<file path="src/rtl/useq_ctrl.sv">
// useq_ctrl: microsequencer with writable control store, micro-PC and next-address logic.
// Optional micro-subroutine return stack is compiled in when UCODE_STACK_EN is defined.
module useq_ctrl #(
  parameter int unsigned UADDR_W     = 6,
  parameter int unsigned CTRL_W      = 11,
  parameter int unsigned OP_W        = 4,
  parameter int unsigned STACK_DEPTH = 4,
  localparam int unsigned WORD_W     = CTRL_W + UADDR_W + 6
) (
  input  logic               clk_i,
  input  logic               rst_i,
  input  logic               start_i,
  input  logic               ld_en_i,
  input  logic [UADDR_W-1:0] ld_addr_i,
  input  logic [WORD_W-1:0]  ld_data_i,
  output logic               instr_req_o,
  input  logic               instr_valid_i,
  input  logic [OP_W-1:0]    instr_op_i,
  input  logic [3:0]         flags_i,
  output logic [CTRL_W-1:0]  ctrl_o,
  output logic [UADDR_W-1:0] upc_o,
  output logic               busy_o,
  output logic               halted_o,
  output logic               uerr_o
);

  localparam int unsigned Depth = 2 ** UADDR_W;

  typedef enum logic [1:0] {StIdle, StRun, StWait, StHalt} state_e;
  typedef enum logic [2:0] {
    SeqNext     = 3'd0,
    SeqJump     = 3'd1,
    SeqBranch   = 3'd2,
    SeqDispatch = 3'd3,
    SeqFetch    = 3'd4,
    SeqCall     = 3'd5,
    SeqRet      = 3'd6,
    SeqHalt     = 3'd7
  } seq_e;

  logic [WORD_W-1:0]  store_q [Depth];
  state_e             state_q, state_d;
  logic [UADDR_W-1:0] upc_q, upc_d;
  logic [OP_W-1:0]    op_q, op_d;

  logic [WORD_W-1:0]  word;
  logic [UADDR_W-1:0] w_target;
  logic [1:0]         w_cond;
  logic               w_inv;
  seq_e               w_seq;
  logic [CTRL_W-1:0]  w_ctrl;
  logic [UADDR_W-1:0] upc_inc;
  logic               store_wr;

  assign word     = store_q[upc_q];
  assign w_target = word[UADDR_W-1:0];
  assign w_cond   = word[UADDR_W+1:UADDR_W];
  assign w_inv    = word[UADDR_W+2];
  assign w_seq    = seq_e'(word[UADDR_W+5:UADDR_W+3]);
  assign w_ctrl   = word[WORD_W-1:UADDR_W+6];
  assign upc_inc  = upc_q + UADDR_W'(1);

  // Store is only writable while the sequencer is parked.
  assign store_wr = ld_en_i && ((state_q == StIdle) || (state_q == StHalt));

  always_ff @(posedge clk_i) begin
    if (store_wr) begin
      store_q[ld_addr_i] <= ld_data_i;
    end
  end

`ifdef UCODE_STACK_EN
  localparam int unsigned SpW = $clog2(STACK_DEPTH + 1);

  logic [UADDR_W-1:0] stack_q [2**SpW];
  logic [SpW-1:0]     sp_q, sp_d, sp_dec;
  logic               uerr_q, uerr_d;
  logic               push;
  logic               stk_full, stk_empty;

  assign sp_dec    = sp_q - SpW'(1);
  assign stk_full  = (sp_q == SpW'(STACK_DEPTH));
  assign stk_empty = (sp_q == '0);
  assign uerr_o    = uerr_q;

  always_ff @(posedge clk_i) begin
    if (push) begin
      stack_q[sp_q] <= upc_inc;
    end
  end
`else
  assign uerr_o = 1'b0;
`endif

  always_comb begin
    state_d     = state_q;
    upc_d       = upc_q;
    op_d        = op_q;
    ctrl_o      = '0;
    instr_req_o = 1'b0;
`ifdef UCODE_STACK_EN
    sp_d        = sp_q;
    uerr_d      = uerr_q;
    push        = 1'b0;
`endif
    unique case (state_q)
      StIdle, StHalt: begin
        if (start_i) begin
          state_d = StRun;
          upc_d   = '0;
`ifdef UCODE_STACK_EN
          uerr_d  = 1'b0;
`endif
        end
      end
      StRun: begin
        ctrl_o = w_ctrl;
        unique case (w_seq)
          SeqNext:     upc_d = upc_inc;
          SeqJump:     upc_d = w_target;
          SeqBranch:   upc_d = (flags_i[w_cond] ^ w_inv) ? w_target : upc_inc;
          SeqDispatch: upc_d = w_target + UADDR_W'(op_q);
          SeqFetch: begin
            instr_req_o = 1'b1;
            if (instr_valid_i) begin
              op_d  = instr_op_i;
              upc_d = w_target;
            end else begin
              state_d = StWait;
            end
          end
`ifdef UCODE_STACK_EN
          SeqCall: begin
            if (stk_full) begin
              uerr_d  = 1'b1;
              state_d = StHalt;
            end else begin
              push  = 1'b1;
              sp_d  = sp_q + SpW'(1);
              upc_d = w_target;
            end
          end
          SeqRet: begin
            if (stk_empty) begin
              uerr_d  = 1'b1;
              state_d = StHalt;
            end else begin
              sp_d  = sp_dec;
              upc_d = stack_q[sp_dec];
            end
          end
`else
          SeqCall:     upc_d = upc_inc;
          SeqRet:      upc_d = upc_inc;
`endif
          SeqHalt:     state_d = StHalt;
          default:     state_d = StHalt;
        endcase
      end
      StWait: begin
        instr_req_o = 1'b1;
        // upc still points at the FETCH word, so its target is still on w_target.
        if (instr_valid_i) begin
          op_d    = instr_op_i;
          upc_d   = w_target;
          state_d = StRun;
        end
      end
      default: state_d = StIdle;
    endcase
  end

  always_ff @(posedge clk_i or posedge rst_i) begin
    if (rst_i) begin
      state_q <= StIdle;
      upc_q   <= '0;
      op_q    <= '0;
`ifdef UCODE_STACK_EN
      sp_q    <= '0;
      uerr_q  <= 1'b0;
`endif
    end else begin
      state_q <= state_d;
      upc_q   <= upc_d;
      op_q    <= op_d;
`ifdef UCODE_STACK_EN
      sp_q    <= sp_d;
      uerr_q  <= uerr_d;
`endif
    end
  end

  assign upc_o    = upc_q;
  assign busy_o   = (state_q == StRun) || (state_q == StWait);
  assign halted_o = (state_q == StHalt);

endmodule
</file>
<file path="config.mk">
export PLATFORM = sky130hd
export DESIGN_NAME = useq_ctrl
export DESIGN_NICKNAME = d
export VERILOG_FILES = /design/src/rtl/useq_ctrl.sv
export SDC_FILE = /design/constraint.sdc
export NUM_CORES = 1
export LEC_CHECK = 0
export ABC_CLOCK_PERIOD_IN_PS = 13100
export BUFFER_PORTS_ARGS = -buffer_cell sky130_fd_sc_hd__buf_2
export CORE_MARGIN = 10
export CORE_UTILIZATION = 60
export CTS_CLUSTER_SIZE = 20
export DETAILED_ROUTE_END_ITERATION = 10
export PLACE_DENSITY = 0.76
export SYNTH_ARGS = -nofsm -noshare
export SYNTH_HDL_FRONTEND = slang
export SYNTH_SLANG_ARGS = --single-unit
</file>
<file path="constraint.sdc">
create_clock -name clk_i -period 13.1 [get_ports clk_i]
set_input_delay 1.965 -clock clk_i [delete_from_list [all_inputs] [get_ports clk_i]]
set_output_delay 1.965 -clock clk_i [all_outputs]
set_load 0.02 [all_outputs]
</file>
Word-level counts from Yosys, hierarchy flattened --
Memories as Yosys holds them, arrays and structs flattened. Cells that the tools add are included.
Storage, ports and cells: register bits 12, memory bits (writable) 1472, bits of input ports 42, output and inout port bits 21, logic and storage cells 55, memories 1
Memories:
- store_q | words 64, width 23, rd ports 1, clocked after memory_dff 0, write ports 1, RTL line 41 | logic [WORD_W-1:0] store_q [Depth];
Operators by class: add/sub/neg operators 2, order comparisons 1, eq/ne operators 16, muxes and demuxes 20, bitwise operators 1, reductions and logical operators 11
Operator list (count):
- one-hot mux 6 bit (5 select lines) | 1
- 2-to-1 mux 6 bit | 3
- one-hot mux 6 bit (3 select lines) | 1
- == test 3 bit, second input constant | 4
- 2-to-1 mux 11 bit | 1
- 2-to-1 mux 4 bit | 2
- one-hot mux 4 bit (2 select lines) | 1
- adder 6 x 1 -> 6 bit, second input constant | 1
- adder 6 x 4 -> 6 bit | 1
- == test 3 x 2 -> 1 bit, second input constant | 2
- 2-to-1 mux 2 bit | 3
- inequality test 6 x 2 -> 1 bit, second input constant | 1
- one-hot mux 2 bit (3 select lines) | 1
- == test 2 bit, second input constant | 2
- 2-to-1 mux 1 bit | 4
- inequality test 2 bit, second input constant | 2
- one-hot mux 2 bit (2 select lines) | 1
- AND reduction 2 bit | 2
- AND reduction 4 bit | 1
- == test 3 x 1 -> 1 bit, second input constant | 1
- logical NOT 3 bit | 1
- < comparator 2 x 3 -> 1 bit, second input constant | 1
- inequality test 3 x 1 -> 1 bit, second input constant | 1
- inequality test 3 bit, second input constant | 1
- other kinds (11) | 12

Logic depth before layout (Yosys ltp) --
Gate-level depths: netlist of run 1. An unclocked memory read counts as a cell.
word-level depth 7, depth in mapped cells 23

Worst setup path before layout of run 1 --
No wires, ideal clock.
path kind register to output, from register upc_q[0], in the netlist upc_o[0], to output port ctrl_o[0], arrival time 3638 ps, required time 11135 ps, path slack 7497 ps, cell stages (with the launch flop) 13, cells stage by stage dfrtp_1 > buf_6 > buf_12 > buf_6 > buf_6 > buf_6 > buf_6 > buf_2 > buf_2 > mux4_2 > mux4_2 > mux4_2 > and2_1
Between the ends: longest elaborated chain between the ends 2
RTL lines:
- from (decl) | RTL line 43 | logic [UADDR_W-1:0] upc_q, upc_d;
- from (signal assigned) | RTL line 184 | upc_q <= upc_d;
- memory read (64 x 23 bit)
- 2-to-1 mux 11 bit | RTL line 106 | unique case (state_q)
- to (decl) | RTL line 20 | output logic [CTRL_W-1:0] ctrl_o,
No other way between the ends.

Final worst setup path of run 1 --
from register upc_q[0], in the netlist upc_o[0], to output port instr_req_o
Between the ends: longest elaborated chain between the ends 4
RTL lines:
- memory read (64 x 23 bit)
- == test 3 bit | RTL line 118 | unique case (w_seq)
- 2-to-1 mux 1 bit | RTL line 118
- one-hot mux 1 bit (2 select lines) | RTL line 106
- to (decl) | RTL line 16 | output logic instr_req_o,
No other way between the ends.

==> results of run 1 <==
## cell type report
class / count / share of cell area, %
Clock buffer: 176 / 5.85
Clock inverter: 70 / 1.22
Inverter: 16 / 0.0932
Multi-Input combinational cell: 907 / 19.7
Sequential cell: 1484 / 69.1
Tap cell: 1265 / 2.46
Timing Repair Buffer: 144 / 1.54
## placed cells by master (no fill, tap or decap), types with 9 or more instances in the layout
| cell | n |
|---|---|
| edfxtp_1 | 1472 |
| mux4_2 | 397 |
| clkbuf_16 | 145 |
| buf_4 | 78 |
| nor2_2 | 63 |
| buf_2 | 61 |
| nand2_1 | 53 |
| mux2i_1 | 48 |
| a22oi_1 | 45 |
| a21oi_1 | 38 |
| nor2_1 | 29 |
| clkbuf_1 | 29 |
| clkinv_1 | 21 |
| clkinv_2 | 19 |
| nor2b_1 | 18 |
| inv_1 | 16 |
| nand3_1 | 16 |
| and2_1 | 15 |
| mux4_1 | 15 |
| o21ai_0 | 13 |
| bufinv_16 | 13 |
| mux2_2 | 12 |
| a211oi_1 | 9 |
| a22o_1 | 9 |
## registers in the layout, summed over array words and instances (netlist names)
signal	cells
upc_o	6
store_q	1472
state_q	2
op_q	4
## layer usage
layer	global-route usage, %	wire [um]	up-vias
met5	0	51	-
met4	12.1	6790	8
li1	-	-	11100
met3	7.02	18100	387
met1	37.0	51900	15300
met2	43.8	72900	2271
## per-stage QoR
stage	hold slack, ps	setup WS, ps	area (sq um)
2_1_floorplan	486	7500	57800
3_3_place_gp	556	6070	59900
3_5_place_dp	563	6050	59900
6_report	568	5200	64400
5_1_grt	584	4850	64400
4_1_cts	577	5200	64400
## power groups by stage
stage | Combinational (W) | Sequential [W] | Clock (W)
CTS | 0.00265 | 0.00534 | 0.00408
global route | 0.00279 | 0.00534 | 0.00426
global placement | 0.00257 | 0.00543 | 0
floorplan | 0.00189 | 0.00538 | 0
detailed placement | 0.00261 | 0.00544 | 0
finish | 0.00266 | 0.00534 | 0.00404
## worst max-delay path, stage by stage (launching register included)
cell       delay (ps)
dfrtp_4           650
buf_4             600
buf_4             650
mux4_2            350
mux2i_1            80
a2111oi_0        1140
a22oi_1           400
inv_1             270
a21oi_1           130
nor2b_1           290
and2_1            220
o21a_1            170
buf_2             160
## kinds of logic (layout without fill, tap and decap cells)
| kind of cell | after synthesis | after routing | share of synthesized area, % |
|---|---|---|---|
| AND/OR/NAND/NOR | 232 | 232 | 1.85 |
| AO/OA/AOI/OAI | 184 | 184 | 2.25 |
| buffers and inverters | 151 | 406 | 1.38 |
| multiplexers | 472 | 472 | 17.2 |
| flip-flops | 1484 | 1484 | 77.0 |
| XOR/XNOR | 9 | 9 | 0.136 |
| other | 1 | 1 | 0.00648 |
| adder cells (fa/ha/maj) | 9 | 9 | 0.208 |
## worst max-delay path by stage
stage	start	end	slack [ps]	cells past startpoint
6_report	upc_o[0]	instr_req_o	5200	12
5_1_grt	upc_o[0]	instr_req_o	4850	12
4_1_cts	upc_o[0]	ctrl_o[1]	5200	8
3_5_place_dp	upc_o[0]	ctrl_o[1]	6050	8
3_3_place_gp	upc_o[0]	ctrl_o[7]	6070	8
2_1_floorplan	upc_o[0]	ctrl_o[0]	7500	12
==> key figures, run 1 <==
Layout
  – Ant. Diodes: 0
  – Layout area overhead: 11.4%
  – Layout fillers: about 5700
  – Footprint of the multi-input gates: between 10000 and 15000 sq um
  – Final core utilization: approximately two thirds
  – # nets final: 2746
  – Post-route insts no fill: between 4000 and 5000
  – Layout cells sized above 1: about 30%
  – Register area: around 45000 sq um

Logic synthesis
  – Post-synth EDFFs: roughly 1500
  – Post-synth ARST share: 0.809%
  – Top cell type's share of synthesized area: 76.4%
  – Area leader, netlist: edfxtp_1
  – Post-synth top cells: edfxtp_1 (1472), mux4_2 (397), nor2_1 (94)
  – Mapped Area: between 50000 and 60000 sq um
  – Yosys cell types: 62
  – Synth area leaders: edfxtp_1 (76%), mux4_2 (15%), mux2i_1 (0.83%), mux4_1 (0.68%), nor2_1 (0.61%)
  – Syn nets: 2593
  – Mapped Cells: approximately 2500
  – Top-count cell post-synth: edfxtp_1
  – FF+latch count, synth: about 1500
  – Warnings from Yosys: 0
  – Sequential area share after synthesis: 77.0%
  – Syn_area_per_cell: 22.7 sq um
  – Post-synth top flop: edfxtp_1

Clock tree
  – CTS resizes: 0
  – Clk pin slew, worst setup/hold paths: around 60 ps
  – CTS tree: built
  – Clk_lat worst skew: approximately 740 ps
  – Postcts setup bufs: 0
  – H-tree Lvls: 4
  – Clk buf depth: 3
  – Clk sinks: 1484
  – Clock Tree Root: clkbuf_16
  – Hold buffers post-CTS: 0
  – Total CTS buffers: around 140

Outcome
  – Outcome: finished clean

STA
  – RSZ-0062 raised after global routing: false
  – Clock Skews: around 22 ps
  – Max_slew headroom: 12.0%
  – Sum Neg Setup Slack: 0 ps
  – Min cycle time layout: approximately 7900 ps
  – Slew @ Worst Pin: approximately 1300 ps
  – Final critical-path share of the clock period: between 60% and 70%
  – Setup Viol. Count Final: 0
  – FMAX: roughly 130 MHz
  – Fin. Hold Viols: 0
  – Max-slew violation count: 0

Hold path
  – Depth of the worst hold-timing path: 1
  – Worst hold path class: reg2reg
  – Hold Path Sink: op_q[0]
  – HP Start: op_q[0]

Floorplan
  – Die width: around 330 um
  – FP Rows: about 110
  – Placeable Area: about 95000 sq um
  – Die Area: between 100000 and 150000 sq um
  – Die Y: between 300 and 400 um
  – Total I/O pin count: 63
  – Starting Density: between 60% and 70%

Power and ir drop
  – Pwr Total: 0.0120 W
  – Clock power share: 33.6%
  – Max VDD drop: around 0.18 mV
  – Combinational Power Share: around 22%
  – Internal Dissipation: slightly below 0.009 W
  – PwrDens: 187 nW/um^2
  – Sequential share of power: between 40% and 50%
  – LEAKAGE: ~20 nW
  – Switch Pwr: ~0.0033 W
  – Sw Ratio: ~28%

Route
  – Routed vias/inst: a little over 7
  – Initial DRC count: roughly 4500
  – Drt drc: 0
  – Final WL: between 100000 and 150000 um
  – DRT antenna net count: 0
  – Wire per inst: ~37 um
  – Drt pass-1 iters: 7
  – Routed vias: between 20000 and 30000

Critical path
  – Critical Path RT: about 11000 ps
  – Setup crit end kind: primary output
  – Reg-to-reg setup timing slack: approximately 6700 ps
  – Reg-to-reg endpoint: upc_o[3]
  – R2R cell count: 14
  – CP Max Fanout: 33
  – Critical R2R Launch: upc_o[0]
  – Kind of critical path: reg2out
  – Nature of the critical path startpoint: flop
  – WP data arrival: ~5900 ps

Placed design
  – Dpl cells: about 3800
  – Port bufs: 61
  – Routability Congestion: 0.894
  – Post-DP HPWL: 76600 um

Global route
  – Total Routing Usage GR: roughly 28%
  – Largest net degree at the start of global routing: 172
  – Global-route wire length before repair: ~210000 um
  – Initial antenna violation count: 5
  – Grt ovf: 0
  – Vias in the first global route: slightly below 30000

Job
  – Max cap viols: 0
No activity file was read; power rests on OpenSTA's default activity.
==> run 2: changes to the inputs <==
- ABC_CLOCK_PERIOD_IN_PS: 13100 -> 7600
- clock period: 13.1 -> 7.6 ns (I/O delays scaled with it)
==> key figures, run 2 (synthesis results as in run 1) <==
Outcome
  – Outcome: finished clean

Job
  – Max cap viols: 0

Route
  – Routed vias/inst: approximately 7.1
  – Routed vias: ~29000
  – Initial DRC count: approximately 4200
  – Drt pass-1 iters: 6
  – Wire per inst: ~37 um
  – Final WL: 149000 um
  – DRT antenna net count: 0
  – Drt drc: 0

Clock tree
  – Total CTS buffers: about 140
  – H-tree Lvls: 4
  – Hold buffers post-CTS: 0
  – Clk pin slew, worst setup/hold paths: 60 ps
  – CTS tree: built
  – Clock Tree Root: clkbuf_16
  – Postcts setup bufs: 0
  – Clk buf depth: 3
  – CTS resizes: 0
  – Clk sinks: 1484
  – Clk_lat worst skew: about 750 ps

Power and ir drop
  – LEAKAGE: between 15 and 20 nW
  – Max VDD drop: ~0.39 mV
  – PwrDens: approximately 320 nW/um^2

Layout
  – Layout area overhead: 11.3%
  – # nets final: roughly 2800
  – Largest register FFs: roughly 1500
  – Most frequent cells in the layout: edfxtp_1 (1472), mux4_2 (397), clkbuf_16 (151), buf_4 (86), nor2_2 (63)
  – Layout fillers: 5684
  – Commonest non-fill, non-tap cell in the layout: edfxtp_1
  – Largest Register: store_q
  – Layout cells sized above 1: a little under 30%
  – Post-route insts no fill: 4083

STA
  – Slew @ Worst Pin: roughly 1400 ps
  – Setup Viol. Count Final: 0
  – Min cycle time layout: 6480 ps
  – Max-slew violation count: 0
  – Hold WS: between 400 and 500 ps
  – Final critical-path share of the clock period: 85.2%
  – Sum Neg Setup Slack: 0 ps
  – Clock Skews: 26.4 ps
  – FMAX: approximately 150 MHz
  – RSZ-0062 raised after global routing: false
  – Fin. Hold Viols: 0
  – Max_slew headroom: ~9%

Critical path
  – WP data arrival: between 5000 and 6000 ps
  – Setup crit end kind: primary output
  – CP top delay family: flip-flops
  – CP Buf/Inv Count: 3
  – Kind of critical path: reg2out
  – Critical Path RT: approximately 6500 ps
  – CP Max Fanout: 49
  – Slowest stage delay, CP: a little under 1000 ps
  – Worst path cell trace: buf_12, mux4_1, mux2i_1, a2111oi_0, a22oi_1, inv_1, a21oi_1, nor2b_1, and2_1, o21a_1, buf_2
  – Nature of the critical path startpoint: flop
  – CP max stage cell: dfrtp_4

Floorplan
  – Die Area: roughly 110000 sq um
  – Starting Density: 60.7%
  – Die width: roughly 330 um
  – Placeable Area: 95300 sq um
  – Die Y: 330 um
  – FP Rows: 113
  – Total I/O pin count: 63

Hold path
  – Worst hold path class: in2async

Global route
  – Grt ovf: 0
  – Total Routing Usage GR: between 20% and 30%
  – Initial antenna violation count: 4
  – Vias in the first global route: between 20000 and 30000
  – Global-route wire length before repair: between 200000 and 250000 um
  – Largest net degree at the start of global routing: approximately 130

Placed design
  – Routability Congestion: 0.907
  – Port bufs: 61
  – Dpl cells: roughly 3800
  – Post-DP HPWL: between 70000 and 80000 um
run 2: cell count changes in the layout (fill, tap and decap cells not counted), sizes merged:
cell      previous run  this run
bufinv              13         6
clkbuf             176       180
diode                0         1
buf                144       153
clkinv              47        63
clkinvlp             4         2
run 2: final timing paths:
| kind | from | slack [ps] | to | cells after the start |
|---|---|---|---|---|
| max | upc_o[0] | 1120 | instr_req_o | 11 |
| min | rst_i | 460 | upc_o[1] | 2 |
| max reg2reg | upc_o[0] | 1880 | upc_o[4] | 13 |
| min reg2reg | op_q[3] | 580 | op_q[3] | 1 |
| max in group asynchronous | rst_i | 6670 | upc_o[3] | 2 |
| min in group clk_i | op_q[3] | 580 | op_q[3] | 1 |
run 2: stage by stage:
step	cell area [sq um]	worst slack, ps	utilization [%]	total power (W)
after floorplan	57800	2820	-	0.0125
after global placement	59900	2020	62.9	0.0139
after detailed placement	59900	1970	62.9	0.0140
after CTS	64300	1160	67.5	0.0207
after global routing	64300	898	67.5	0.0212
final	64300	1120	67.5	0.0206
run 2: area by class of cell:
| class | count | area [sq um] | share of cell area [%] |
|---|---|---|---|
| sequential | 1484 | 44500 | 69.2 |
| multi-input combinational | 907 | 12700 | 19.7 |
| clock buffer | 180 | 3890 | 6.04 |
| tap | 1265 | 1580 | 2.46 |
| timing repair buffer | 153 | 1070 | 1.66 |
| clock inverter | 77 | 522 | 0.811 |
| inverter | 16 | 60.1 | 0.0933 |
| antenna | 1 | 2.50 | 0.00389 |
run 2: per-layer routing:
layer / up-vias / share of wire, % / track usage (%) / wire (um)
met4: 4 / 4.2 / 11.4 / 6230
met1: 15300 / 35 / 37.1 / 52800
met2: 2216 / 49 / 44.3 / 73400
met5: - / 0.011 / 0 / 17
li1: 11200 / - / - / -
met3: 382 / 11 / 7.05 / 17000
run 2: where the power goes:
group	switching (W)	internal (W)	total, W	leakage [nW]
combinational	0.00263	0.00200	0.00463	4.25
sequential	0.000158	0.00907	0.00923	13.4
clock	0.00296	0.00382	0.00678	2.17
total	0.00575	0.0149	0.0206	19.8
